===== config.mk =====
export PLATFORM = sky130hd
export DESIGN_NAME = commit_trace_buf
export DESIGN_NICKNAME = d
export VERILOG_FILES = /design/src/rtl/commit_trace_buf.sv
export SDC_FILE = /design/constraint.sdc
export NUM_CORES = 1
export LEC_CHECK = 0
export ABC_CLOCK_PERIOD_IN_PS = 10300
export BUFFER_PORTS_ARGS = -buffer_cell sky130_fd_sc_hd__buf_2
export CAP_MARGIN = 20
export CORE_MARGIN = 5
export CORE_UTILIZATION = 45
export CTS_CLUSTER_DIAMETER = 30
export DETAILED_ROUTE_END_ITERATION = 6
export SETUP_SLACK_MARGIN = 0.2
export SYNTH_ARGS = -nofsm -noshare
export SYNTH_HDL_FRONTEND = slang
export SYNTH_SLANG_ARGS = --single-unit
export TNS_END_PERCENT = 30

===== constraint.sdc =====
create_clock -name clk -period 10.3 [get_ports clk]
set_clock_uncertainty 0.2 [all_clocks]
set_input_delay 1.03 -clock clk [delete_from_list [all_inputs] [get_ports clk]]
set_output_delay 1.03 -clock clk [all_outputs]
set_load 0.01 [all_outputs]

===== src/rtl/commit_trace_buf.sv =====
// Commit trace buffer: records retired register writes as {pc, rd, data} entries, either as a
// streaming FIFO or as a trigger-centred ring capture around a matching PC.
module commit_trace_buf #(
  parameter int unsigned XLEN      = 32,
  parameter int unsigned DEPTH     = 16,
  parameter int unsigned POST_TRIG = 4,
  parameter int unsigned SKIP_X0   = 1
) (
  input  logic                       clk,
  input  logic                       reset,
  input  logic                       commit_valid,
  input  logic [XLEN-1:0]            commit_pc,
  input  logic [4:0]                 commit_rd,
  input  logic [XLEN-1:0]            commit_data,
  input  logic                       mode,
  input  logic                       arm,
  input  logic [XLEN-1:0]            trig_pc,
  input  logic                       rd_ready,
  output logic                       rd_valid,
  output logic [XLEN-1:0]            rd_pc,
  output logic [XLEN-1:0]            rd_data,
  output logic [4:0]                 rd_rd,
  output logic [$clog2(DEPTH):0]     count,
  output logic                       full,
  output logic                       empty,
  output logic [15:0]                drop_cnt,
  output logic [1:0]                 trig_state
);

  localparam int unsigned AW = $clog2(DEPTH);
  localparam int unsigned CW = AW + 1;
  localparam int unsigned PW = (POST_TRIG > 0) ? $clog2(POST_TRIG + 1) : 1;

  typedef enum logic [1:0] {
    StIdle  = 2'd0,
    StArmed = 2'd1,
    StPost  = 2'd2,
    StDone  = 2'd3
  } trig_state_e;

  trig_state_e   state_q, state_d;
  logic [PW-1:0] post_q, post_d;
  logic [AW-1:0] wr_ptr_q, wr_ptr_d;
  logic [AW-1:0] rd_ptr_q, rd_ptr_d;
  logic [CW-1:0] count_q, count_d;
  logic [15:0]   drop_q, drop_d;
  logic          mode_q;

  logic [XLEN-1:0] pc_mem   [DEPTH];
  logic [XLEN-1:0] data_mem [DEPTH];
  logic [4:0]      rd_mem   [DEPTH];

  logic eligible, pop, do_wr, flush, overwrite;

  assign empty      = (count_q == '0);
  assign full       = (count_q == CW'(DEPTH));
  assign rd_valid   = !empty;
  assign count      = count_q;
  assign drop_cnt   = drop_q;
  assign trig_state = state_q;
  assign rd_pc      = pc_mem[rd_ptr_q];
  assign rd_data    = data_mem[rd_ptr_q];
  assign rd_rd      = rd_mem[rd_ptr_q];

  always_comb begin
    eligible = commit_valid && ((SKIP_X0 == 0) || (commit_rd != 5'd0));
    pop      = !empty && rd_ready;
    do_wr    = 1'b0;
    flush    = 1'b0;
    state_d  = state_q;
    post_d   = post_q;
    drop_d   = drop_q;

    if (mode != mode_q) begin
      // Mode switch wins over everything, including a same-cycle commit.
      flush   = 1'b1;
      state_d = StIdle;
      post_d  = '0;
    end else if (!mode) begin
      state_d = StIdle;
      post_d  = '0;
      if (eligible) begin
        if (!full || pop) begin
          do_wr = 1'b1;
        end else if (drop_q != 16'hFFFF) begin
          drop_d = drop_q + 16'd1;
        end
      end
    end else if (arm) begin
      flush   = 1'b1;
      state_d = StArmed;
      post_d  = '0;
    end else begin
      case (state_q)
        StArmed: begin
          if (eligible) begin
            do_wr = 1'b1;
            if (commit_pc == trig_pc) begin
              if (POST_TRIG == 0) begin
                state_d = StDone;
              end else begin
                state_d = StPost;
                post_d  = PW'(POST_TRIG);
              end
            end
          end
        end
        StPost: begin
          if (eligible) begin
            do_wr  = 1'b1;
            post_d = post_q - PW'(1);
            if (post_q == PW'(1)) state_d = StDone;
          end
        end
        default: ;
      endcase
    end

    // Trigger capture keeps the newest DEPTH entries by pushing the head forward.
    overwrite = do_wr && full && !pop;

    wr_ptr_d = wr_ptr_q;
    rd_ptr_d = rd_ptr_q;
    count_d  = count_q;
    if (flush) begin
      wr_ptr_d = '0;
      rd_ptr_d = '0;
      count_d  = '0;
    end else begin
      if (do_wr) wr_ptr_d = wr_ptr_q + AW'(1);
      if (pop || overwrite) rd_ptr_d = rd_ptr_q + AW'(1);
      if (do_wr && !pop && !overwrite) begin
        count_d = count_q + CW'(1);
      end else if (pop && !do_wr) begin
        count_d = count_q - CW'(1);
      end
    end
  end

  always_ff @(posedge clk or negedge reset) begin
    if (!reset) begin
      state_q  <= StIdle;
      post_q   <= '0;
      wr_ptr_q <= '0;
      rd_ptr_q <= '0;
      count_q  <= '0;
      drop_q   <= '0;
      mode_q   <= 1'b0;
    end else begin
      state_q  <= state_d;
      post_q   <= post_d;
      wr_ptr_q <= wr_ptr_d;
      rd_ptr_q <= rd_ptr_d;
      count_q  <= count_d;
      drop_q   <= drop_d;
      mode_q   <= mode;
    end
  end

  // Entry storage carries no reset; validity is tracked by count/pointers alone.
  always_ff @(posedge clk) begin
    if (do_wr && !flush) begin
      pc_mem[wr_ptr_q]   <= commit_pc;
      data_mem[wr_ptr_q] <= commit_data;
      rd_mem[wr_ptr_q]   <= commit_rd;
    end
  end

endmodule


**After elaboration in Yosys (flattened, before gate mapping)**

Memory sizes are Yosys's and may differ from the RTL's.
Cells that the tools add are included.

- Add/subtract/negate cells: 6
- Equal/unequal tests: 12
- Muxes and demuxes: 34
- Bitwise logic cells: 3
- Reductions and logical operators: 25

Operator list:

| kind | count |
|---|---|
| 32-bit == test | 1 |
| 5-bit inequality test (second input constant) | 4 |
| 3-bit 2-to-1 mux | 6 |
| 16-bit by 1-bit adder with 16-bit output (second input constant) | 1 |
| 4-bit 2-to-1 mux | 4 |
| 16-bit inequality test (second input constant) | 1 |
| 5-bit 2-to-1 mux | 3 |
| 2-bit 2-to-1 mux | 7 |
| 1-bit 2-to-1 mux | 12 |
| 5-bit AND reduction | 2 |
| 4-bit by 1-bit adder with 4-bit output (second input constant) | 2 |
| 1-bit logical AND | 8 |
| 1-bit zero test | 6 |
| 3-bit case mux with 2 select lines | 1 |
| 5-bit by 1-bit adder with 5-bit output (second input constant) | 1 |
| 5-bit == test (second input constant) | 1 |
| 5-bit zero test | 1 |
| 5-bit by 1-bit inequality test with 1-bit output (second input constant) | 1 |
| 5-bit nonzero test | 1 |
| 5-bit by 1-bit subtractor with 5-bit output (second input constant) | 1 |
| 2-bit case mux with 2 select lines | 1 |
| 4-bit AND reduction | 1 |
| 2-bit nonzero test | 2 |
| 3-bit by 1-bit == test with 1-bit output (second input constant) | 1 |
| other kinds (8) | 11 |

- Register bits after elaboration: 35
- Memory bits (writable): 1,104
- Input port bits: 107
- Output and inout port bits: 95
- Logic and storage cells: 90
- Memories: 3

Memory list:

| memory | words | bits a word | rd ports | clocked after Yosys merged registers in | wr ports | RTL line | text |
|---|---|---|---|---|---|---|---|
| data_mem | 16 | 32 | 1 | 0 | 1 | 50 | `logic [XLEN-1:0] data_mem [DEPTH];` |
| pc_mem | 16 | 32 | 1 | 0 | 1 | 49 | `logic [XLEN-1:0] pc_mem [DEPTH];` |
| rd_mem | 16 | 5 | 1 | 0 | 1 | 51 | `logic [4:0] rd_mem [DEPTH];` |

**Logic depth before layout (Yosys ltp)**

Gate-level depths: netlist (run 1).

- Depth in word-level cells: 14
- Depth in mapped cells: 11
- Depth with buffers taken out: 11

**Least setup slack after synthesis (run 1)**

Ideal clock, no wire load.

- Path kind: input to register
- From: in arm
- To: mem data_mem[4][0], enable pin
- Library setup time: 0.595 ns
- Data arrival time: 7.349 ns
- Required time: 9.505 ns
- Slack: 2.156 ns
- Cell stages on the path: 5
- Path buffers: 0
- Cell sequence: nand3b_1 > or2_2 > a21oi_1 > nand2_1 > nor3b_1

- Word-level cells in the longest chain between the ends: 7
- Elaborated cells between the ends (all ways): 10
- Those cells by class: mux (8); reduce/logical (2)

Ends and longest elaborated chain:

| item | RTL line | text |
|---|---|---|
| start: declaration | 16 | `input logic arm,` |
| 1-bit 2-to-1 mux | 89 | `end else if (arm) begin` |
| 1-bit 2-to-1 mux | 79 | `end else if (!mode) begin` |
| 1-bit 2-to-1 mux | 74 | `if (mode != mode_q) begin` |
| 1-bit zero test | 162 | `if (do_wr && !flush) begin` |
| 1-bit logical AND (*) | 162 |  |
| 1-bit 2-to-1 mux (*) | 162 |  |
| 1-bit 2-to-1 mux (implied by the code) (*) | 164 | `data_mem[wr_ptr_q] <= commit_data;` |
| end: declaration | 50 |  |

Mark *: on every way between the ends. The rest lies on a longest branch, timed or not.

**Worst setup path in the final report (run 1)**

- From: reg rd_ptr_q[1]
- To: out rd_pc[16]

- Word-level cells in the longest chain between the ends: 1

Ends and longest elaborated chain:

| item | RTL line | text |
|---|---|---|
| start: declaration | 44 | `logic [AW-1:0] rd_ptr_q, rd_ptr_d;` |
| start signal: assignment | 153 | `rd_ptr_q <= rd_ptr_d;` |
| memory 16 x 32 bit | - |  |
| end: declaration | 20 | `output logic [XLEN-1:0] rd_pc,` |

No other way between the ends.

==> results of run 1 <==
==> through the flow <==
| stage | instances | utilization, % | hold WS, ns | worst slack, ns | area (sq um) |
|---|---|---|---|---|---|
| 2_1_floorplan | 2319 | - | 0.2688 | 2.156 | 44460 |
| 3_3_place_gp | 3726 | 47.88 | 0.2760 | 4.930 | 47060 |
| 3_5_place_dp | 3730 | 47.99 | 0.2801 | 4.839 | 47170 |
| 4_1_cts | 4118 | 55.30 | 0.1539 | 4.392 | 54350 |
| 5_1_grt | 4124 | 55.40 | 0.2203 | 4.238 | 54440 |
| 6_report | 4125 | 55.40 | 0.1797 | 4.455 | 54440 |
==> how the worst max path moves through the flow <==
stage                            start              end  slack, ns
after floorplan                    arm   data_mem[4][0]       2.16
after global placement    commit_rd[0]  data_mem[11][9]       4.93
after detailed placement  commit_rd[0]   data_mem[8][9]       4.84
after CTS                  rd_ptr_q[1]        rd_pc[16]       4.39
after global routing       rd_ptr_q[1]        rd_pc[16]       4.24
final                      rd_ptr_q[1]        rd_pc[16]       4.45
==> worst max-delay path: stages (launching register included) <==
cell,delay [ns]
dfrtp_4,0.75
nor2b_4,0.77
buf_4,0.91
buf_4,0.57
a221oi_1,0.16
o21ai_0,0.23
nand2_1,0.20
buf_2,0.20
==> metal layers <==
layer | vias to the layer above | part of all wire, % | global-route usage [%]
met5 | - | 0.030 | 0
met4 | 6 | 2.6 | 7.215
met3 | 168 | 5.9 | 4.500
met2 | 845 | 49 | 35.36
met1 | 12460 | 42 | 28.55
li1 | 10250 | - | -
==> cell type report <==
class	instances	area [sq um]	area share, %
sequential	1139	34040	62.53
multi-input combinational	1052	10060	18.47
clock buffer	235	5389	9.898
clock inverter	153	1797	3.300
tap	1287	1610	2.958
timing repair buffer	246	1505	2.765
inverter	10	37.54	0.06894
antenna	3	7.507	0.01379
==> cells by family (layout without fill, tap and decap cells) <==
family	after synthesis	in the layout	synth area share (%)
other	0	3	0
AO/OA/AOI/OAI	374	374	5.302
adder cells (fa/ha/maj)	15	15	0.4390
buffers and inverters	128	644	1.109
XOR/XNOR	54	54	1.064
multiplexers	418	418	13.49
flip-flops	1139	1139	76.53
AND/OR/NAND/NOR	191	191	2.068
==> sequential cells by signal, summed over array words and instances (netlist names) <==
name	cells
post_q	3
data_mem	512
count	5
rd_mem	80
pc_mem	512
drop_cnt	16
wr_ptr_q	4
trig_state	2
mode_q	1
rd_ptr_q	4
==> power groups by stage <==
stage	sequential, W	combinational [W]	clock [W]
4_1_cts	0.00518	0.00150	0.00692
6_report	0.00518	0.00147	0.00681
5_1_grt	0.00518	0.00159	0.00717
3_5_place_dp	0.00526	0.00149	0
2_1_floorplan	0.00523	0.00106	0
3_3_place_gp	0.00526	0.00148	0
==> cells in the final DEF (no fill, tap or decap), types with 23 or more instances in the layout <==
cell	instances
clkinv_2	42
buf_2	201
clkbuf_16	210
buf_4	35
nor2_1	23
dfrtp_1	31
nand2_1	89
mux2i_1	210
xnor2_1	44
clkinv_1	28
a21oi_1	76
mux2_2	70
bufinv_16	30
mux4_2	138
o21ai_0	146
a22oi_1	69
edfxtp_1	1104
a221oi_1	70
==> results.yml, run 1 <==
cells_and_area:
  fin_nets: 2779
  n_fill_cell: 7458
  syn2layout_area_growth_pct: 22.45
  layout-drive-gt1-share_pct: 29.35
detailed_routing:
  vias: 23730
  finalWirelength_um: 113000
  drt-initial-drc-count: 1978
  drc: 0
  drt_first_pass_iters: 5
  ant_nets: 0
  wl_per_cell_um: 27.40
  vias_per_cell: 5.753
critical_path:
  crit_path_start_kind: "register"
  cp-end-kind: "primary output"
  required_ns: 9.07
  critPathKind: "reg -> out"
  timing.rr.end: "pc_mem[13][30]"
  path_max_fanout: 62
  r2r_start: "trig_state[0]"
  rrSetupSlack_ns: 5.73
  critPathArrivalTime_ns: 4.62
  r2r_cells: 7
clocking:
  path_clk_slew_ns: 0.05
  cts_buffers: 208
  clk_path_buf_depth: 3
  post_cts_buffers: 0
  clkLatencyLatePin_ns: 0.76
  h-tree-depth: 4
  cts_tree: "done"
  ctsResizeCount: 0
  numClockSinks: 1139
  cts_root_buffer: "clkbuf_16"
  postCtsHoldBufs: 0
die:
  dieArea_sq_mm: 0.1052
  rows: 115
  die_x_um: 324.3
  num_io_pins: 202
  start_util_pct: 45.24
  core_area_sq_mm: 0.09828
  dieHeight_um: 324.3
logic_synthesis:
  ys.flop_type: "edfxtp_1"
  ys_seq_area_share_pct: 76.53
  yosys-top-cells-count: "edfxtp_1 (1104), mux2i_1 (210), o21ai_0 (146)"
  yosysUniqueCellTypes: 52
  netlist.area_leader.share_pct: 74.56
  ys_ff_latch: 1139
  syn_area_sq_mm: 0.04446
  syn_avg_cell_area_sq_um: 19.17
  synth_fp_nets: 2441
  synth_warnings: 0
  async_flop_share_pct: 3.073
  synthTopCellsByArea: "edfxtp_1 (75%), mux4_2 (7.0%), mux2i_1 (4.7%), dfrtp_1 (2.0%), mux2_2 (1.8%)"
  yosysTopAreaCell: "edfxtp_1"
  synth_most_common_cell: "edfxtp_1"
  synthCells: 2319
  synth_edf_count: 1104
placed_design:
  port_buffers: 201
  gp_congestion: 0.7505
  dp_hpwl_um: 60540
timing:
  timing.final.hold_violations: 0
  maxSlewHeadroom_pct: 16.29
  tightest_slew_ns: 1.256
  setup_tns_ns: 0
  min_period_ns: 5.845
  grt_setup_unrepaired: "no"
  finalCritPeriodShare_pct: 56.75
  fmax_mhz: 171.1
  maxSlewViolCount: 0
  setup_viol: 0
grt:
  grt_pass1_wl_um: 167500
  grt_pass1_vias: 25400
  antenna_found_initial: 12
  overflow: 0
  grt_max_degree: 148
  grt.total_usage_pct: 21.38
power_and_ir_drop:
  ir_drop_uv: 213.2
  switchingPower_w: 0.003135
  p_per_area_mw_per_mm2: 247.3
  p_seq_share_pct: 38.5
  p_total_w: 0.01346
  p_sw_share_pct: 23.29
  clkPwrFrac_pct: 50.6
  p_leak_nw: 17.79
  intPower_w: 0.01033
  p_comb_share_pct: 10.9
hold_path:
  min_path_type: "in -> async"
run_status:
  status: "complete, no violations"
run:
  max_cap_violations: 0
Note: power is estimated with default switching activity, not from simulation.
==> inputs of run 2 (changes only) <==
Settings changed: ABC_CLOCK_PERIOD_IN_PS 10300 to 5700.
Clock period 10.3 ns to 5.7 ns, I/O delays scaled along.
==> run 2 against run 1 <==
Compared with the run above:
- global-route usage fell by 1.1 points
- die area did not move
- combinational power rose by 83%
- critical endpoint is now rd_pc[17]
- final cell count rose by 2.3%
- non-clock buffer count rose by 79
- power rose by 81%
- hold slack got worse by 0.11 ns
- worst setup slack got worse by 3.2 ns
- core utilization rose by 1.1 points
- critical path depth fell by 1
- critical path type unchanged
- highest routed layer is now met4
- clock power rose by 81%
==> results.yml, run 2 (synthesis gave the netlist of run 1 again) <==
placed_design:
  dp.cells: 3740
  dp_hpwl_um: 59690
  port_buffers: 201
  gp_congestion: 0.7580
timing:
  min_period_ns: 4.482
  tightest_slew_ns: 1.129
  setup_viol: 0
  fmax_mhz: 223.1
  maxSlewViolCount: 0
  timing.final.hold_violations: 0
  finalCritPeriodShare_pct: 78.63
  maxSlewHeadroom_pct: 24.71
  grt_setup_unrepaired: "no"
detailed_routing:
  vias: 23680
  wl_per_cell_um: 25.48
  drt_first_pass_iters: 5
  drc: 0
  ant_nets: 0
  vias_per_cell: 5.609
  finalWirelength_um: 107500
  drt-initial-drc-count: 2013
die:
  start_util_pct: 45.24
  dieHeight_um: 324.3
  dieArea_sq_mm: 0.1052
  die_x_um: 324.3
  num_io_pins: 202
  core_area_sq_mm: 0.09828
  rows: 115
clocking:
  cts_buffers: 216
  ctsResizeCount: 0
  h-tree-depth: 4
  clkLatencyLatePin_ns: 0.75
  cts_tree: "done"
  cts_root_buffer: "clkbuf_16"
  numClockSinks: 1139
  path_clk_slew_ns: 0.05
  post_cts_buffers: 0
  clk_path_buf_depth: 3
  postCtsHoldBufs: 71
power_and_ir_drop:
  p_leak_nw: 18.18
  p_per_area_mw_per_mm2: 439.3
  ir_drop_uv: 303.9
grt:
  overflow: 0
  grt_pass1_wl_um: 161100
  grt_pass1_vias: 25000
  antenna_found_initial: 4
  grt_max_degree: 118
  grt.total_usage_pct: 20.31
cells_and_area:
  final_core_util_pct: 56.46
  largestRegisters: "data_mem: 512 flops, pc_mem: 512 flops, rd_mem: 80 flops"
  syn2layout_area_growth_pct: 24.79
  layout.cells.non_filler: 4221
  most-common-layout-cells: "edfxtp_1 (1104), clkbuf_16 (216), mux2i_1 (210)"
  fin_nets: 2866
  layout_commonest_cell: "edfxtp_1"
  layout-drive-gt1-share_pct: 28.75
critical_path:
  cp_cell_sequence: "and2_4 > buf_4 > a221oi_1 > o21ai_0 > nand2_1 > buf_2"
  critPathKind: "reg -> out"
  crit_path_start_kind: "register"
  required_ns: 4.93
  cp-end-kind: "primary output"
  rrSetupSlack_ns: 1.35
  r2r_start: "trig_state[0]"
  cp_top_family: "simple AND/OR/NAND/NOR gates"
  crit_path_top_delay_cell: "and2_4"
  timing.rr.end: "pc_mem[1][27]"
  critPathArrivalTime_ns: 3.71
  max_stage_delay_ns: 0.90
  r2r_cells: 8
  path_max_fanout: 55
  crit_buf_inv: 2
hold_path:
  min_path_cells: 1
  worstHoldStart: "commit_pc[12]"
  min_path_type: "in -> reg"
  whs_endpoint: "pc_mem[2][12]"
run:
  max_cap_violations: 0
run_status:
  status: "complete, no violations"
[run 2: cell types whose count changed in the layout (fill, tap and decap cells not counted), sizes merged]
cell / before / now
bufinv: 30 / 23
buf: 246 / 254
clkinv: 86 / 108
inv: 26 / 20
clkbuf: 235 / 245
diode: 3 / 2
dlygate4sd3: 0 / 71
clkinvlp: 21 / 20
[run 2: worst max path at each step]
stage	cells after the start	from	endpoint	slack, ns
floorplan	5	arm	data_mem[6][0]	-1.67
global placement	8	arm	pc_mem[1][24]	1.16
detailed placement	8	arm	pc_mem[1][24]	1.11
CTS	6	rd_ptr_q[1]	rd_pc[17]	1.14
global route	6	rd_ptr_q[1]	rd_pc[17]	1.01
finish	6	rd_ptr_q[1]	rd_pc[17]	1.22
[run 2: per-layer routing]
metal	GRT usage, %	share of wire [%]	vias to the layer above
met5	0	0	-
met4	5.613	1.8	0
met3	4.537	5.6	126
met2	33.88	50	752
met1	27.25	43	12360
li1	-	-	10440
[run 2: layout make-up]
type,count,area [sq um]
Antenna cell,2,5.005
Timing Repair Buffer,325,2394
Multi-Input combinational cell,1052,10060
Clock inverter,161,1808
Sequential cell,1139,34040
Clock buffer,245,5524
Inverter,10,37.54
Tap cell,1287,1610
Fill cell,7340,42790
[run 2: power breakdown]
part / internal [W] / switching (W)
Sequential: 0.00925 / 0.0000940
Clock: 0.00805 / 0.00429
Combinational: 0.00129 / 0.00141
[run 2: worst register-to-register path: stages, from the launching register on]
cell,delay (ns)
dfrtp_1,0.41
inv_1,0.07
ha_1,0.28
or2_2,0.33
a21oi_1,0.61
nand2b_1,0.51
nor2_1,0.28
and2_4,0.86
buf_4,0.47
[run 2: metrics by stage]
step / hold slack (ns) / power, W / TNS [ns] / setup slack (ns) / instance area (sq um)
4_1_cts: 0.004678 / 0.02463 / 0 / 1.140 / 55450
3_5_place_dp: 0.2959 / 0.01220 / 0 / 1.111 / 47410
6_report: 0.06692 / 0.02438 / 0 / 1.218 / 55480
5_1_grt: 0.02775 / 0.02525 / 0 / 1.010 / 55480
3_3_place_gp: 0.2774 / 0.01216 / 0 / 1.164 / 47410
2_1_floorplan: 0.07441 / 0.01137 / -454.90 / -1.672 / 44470
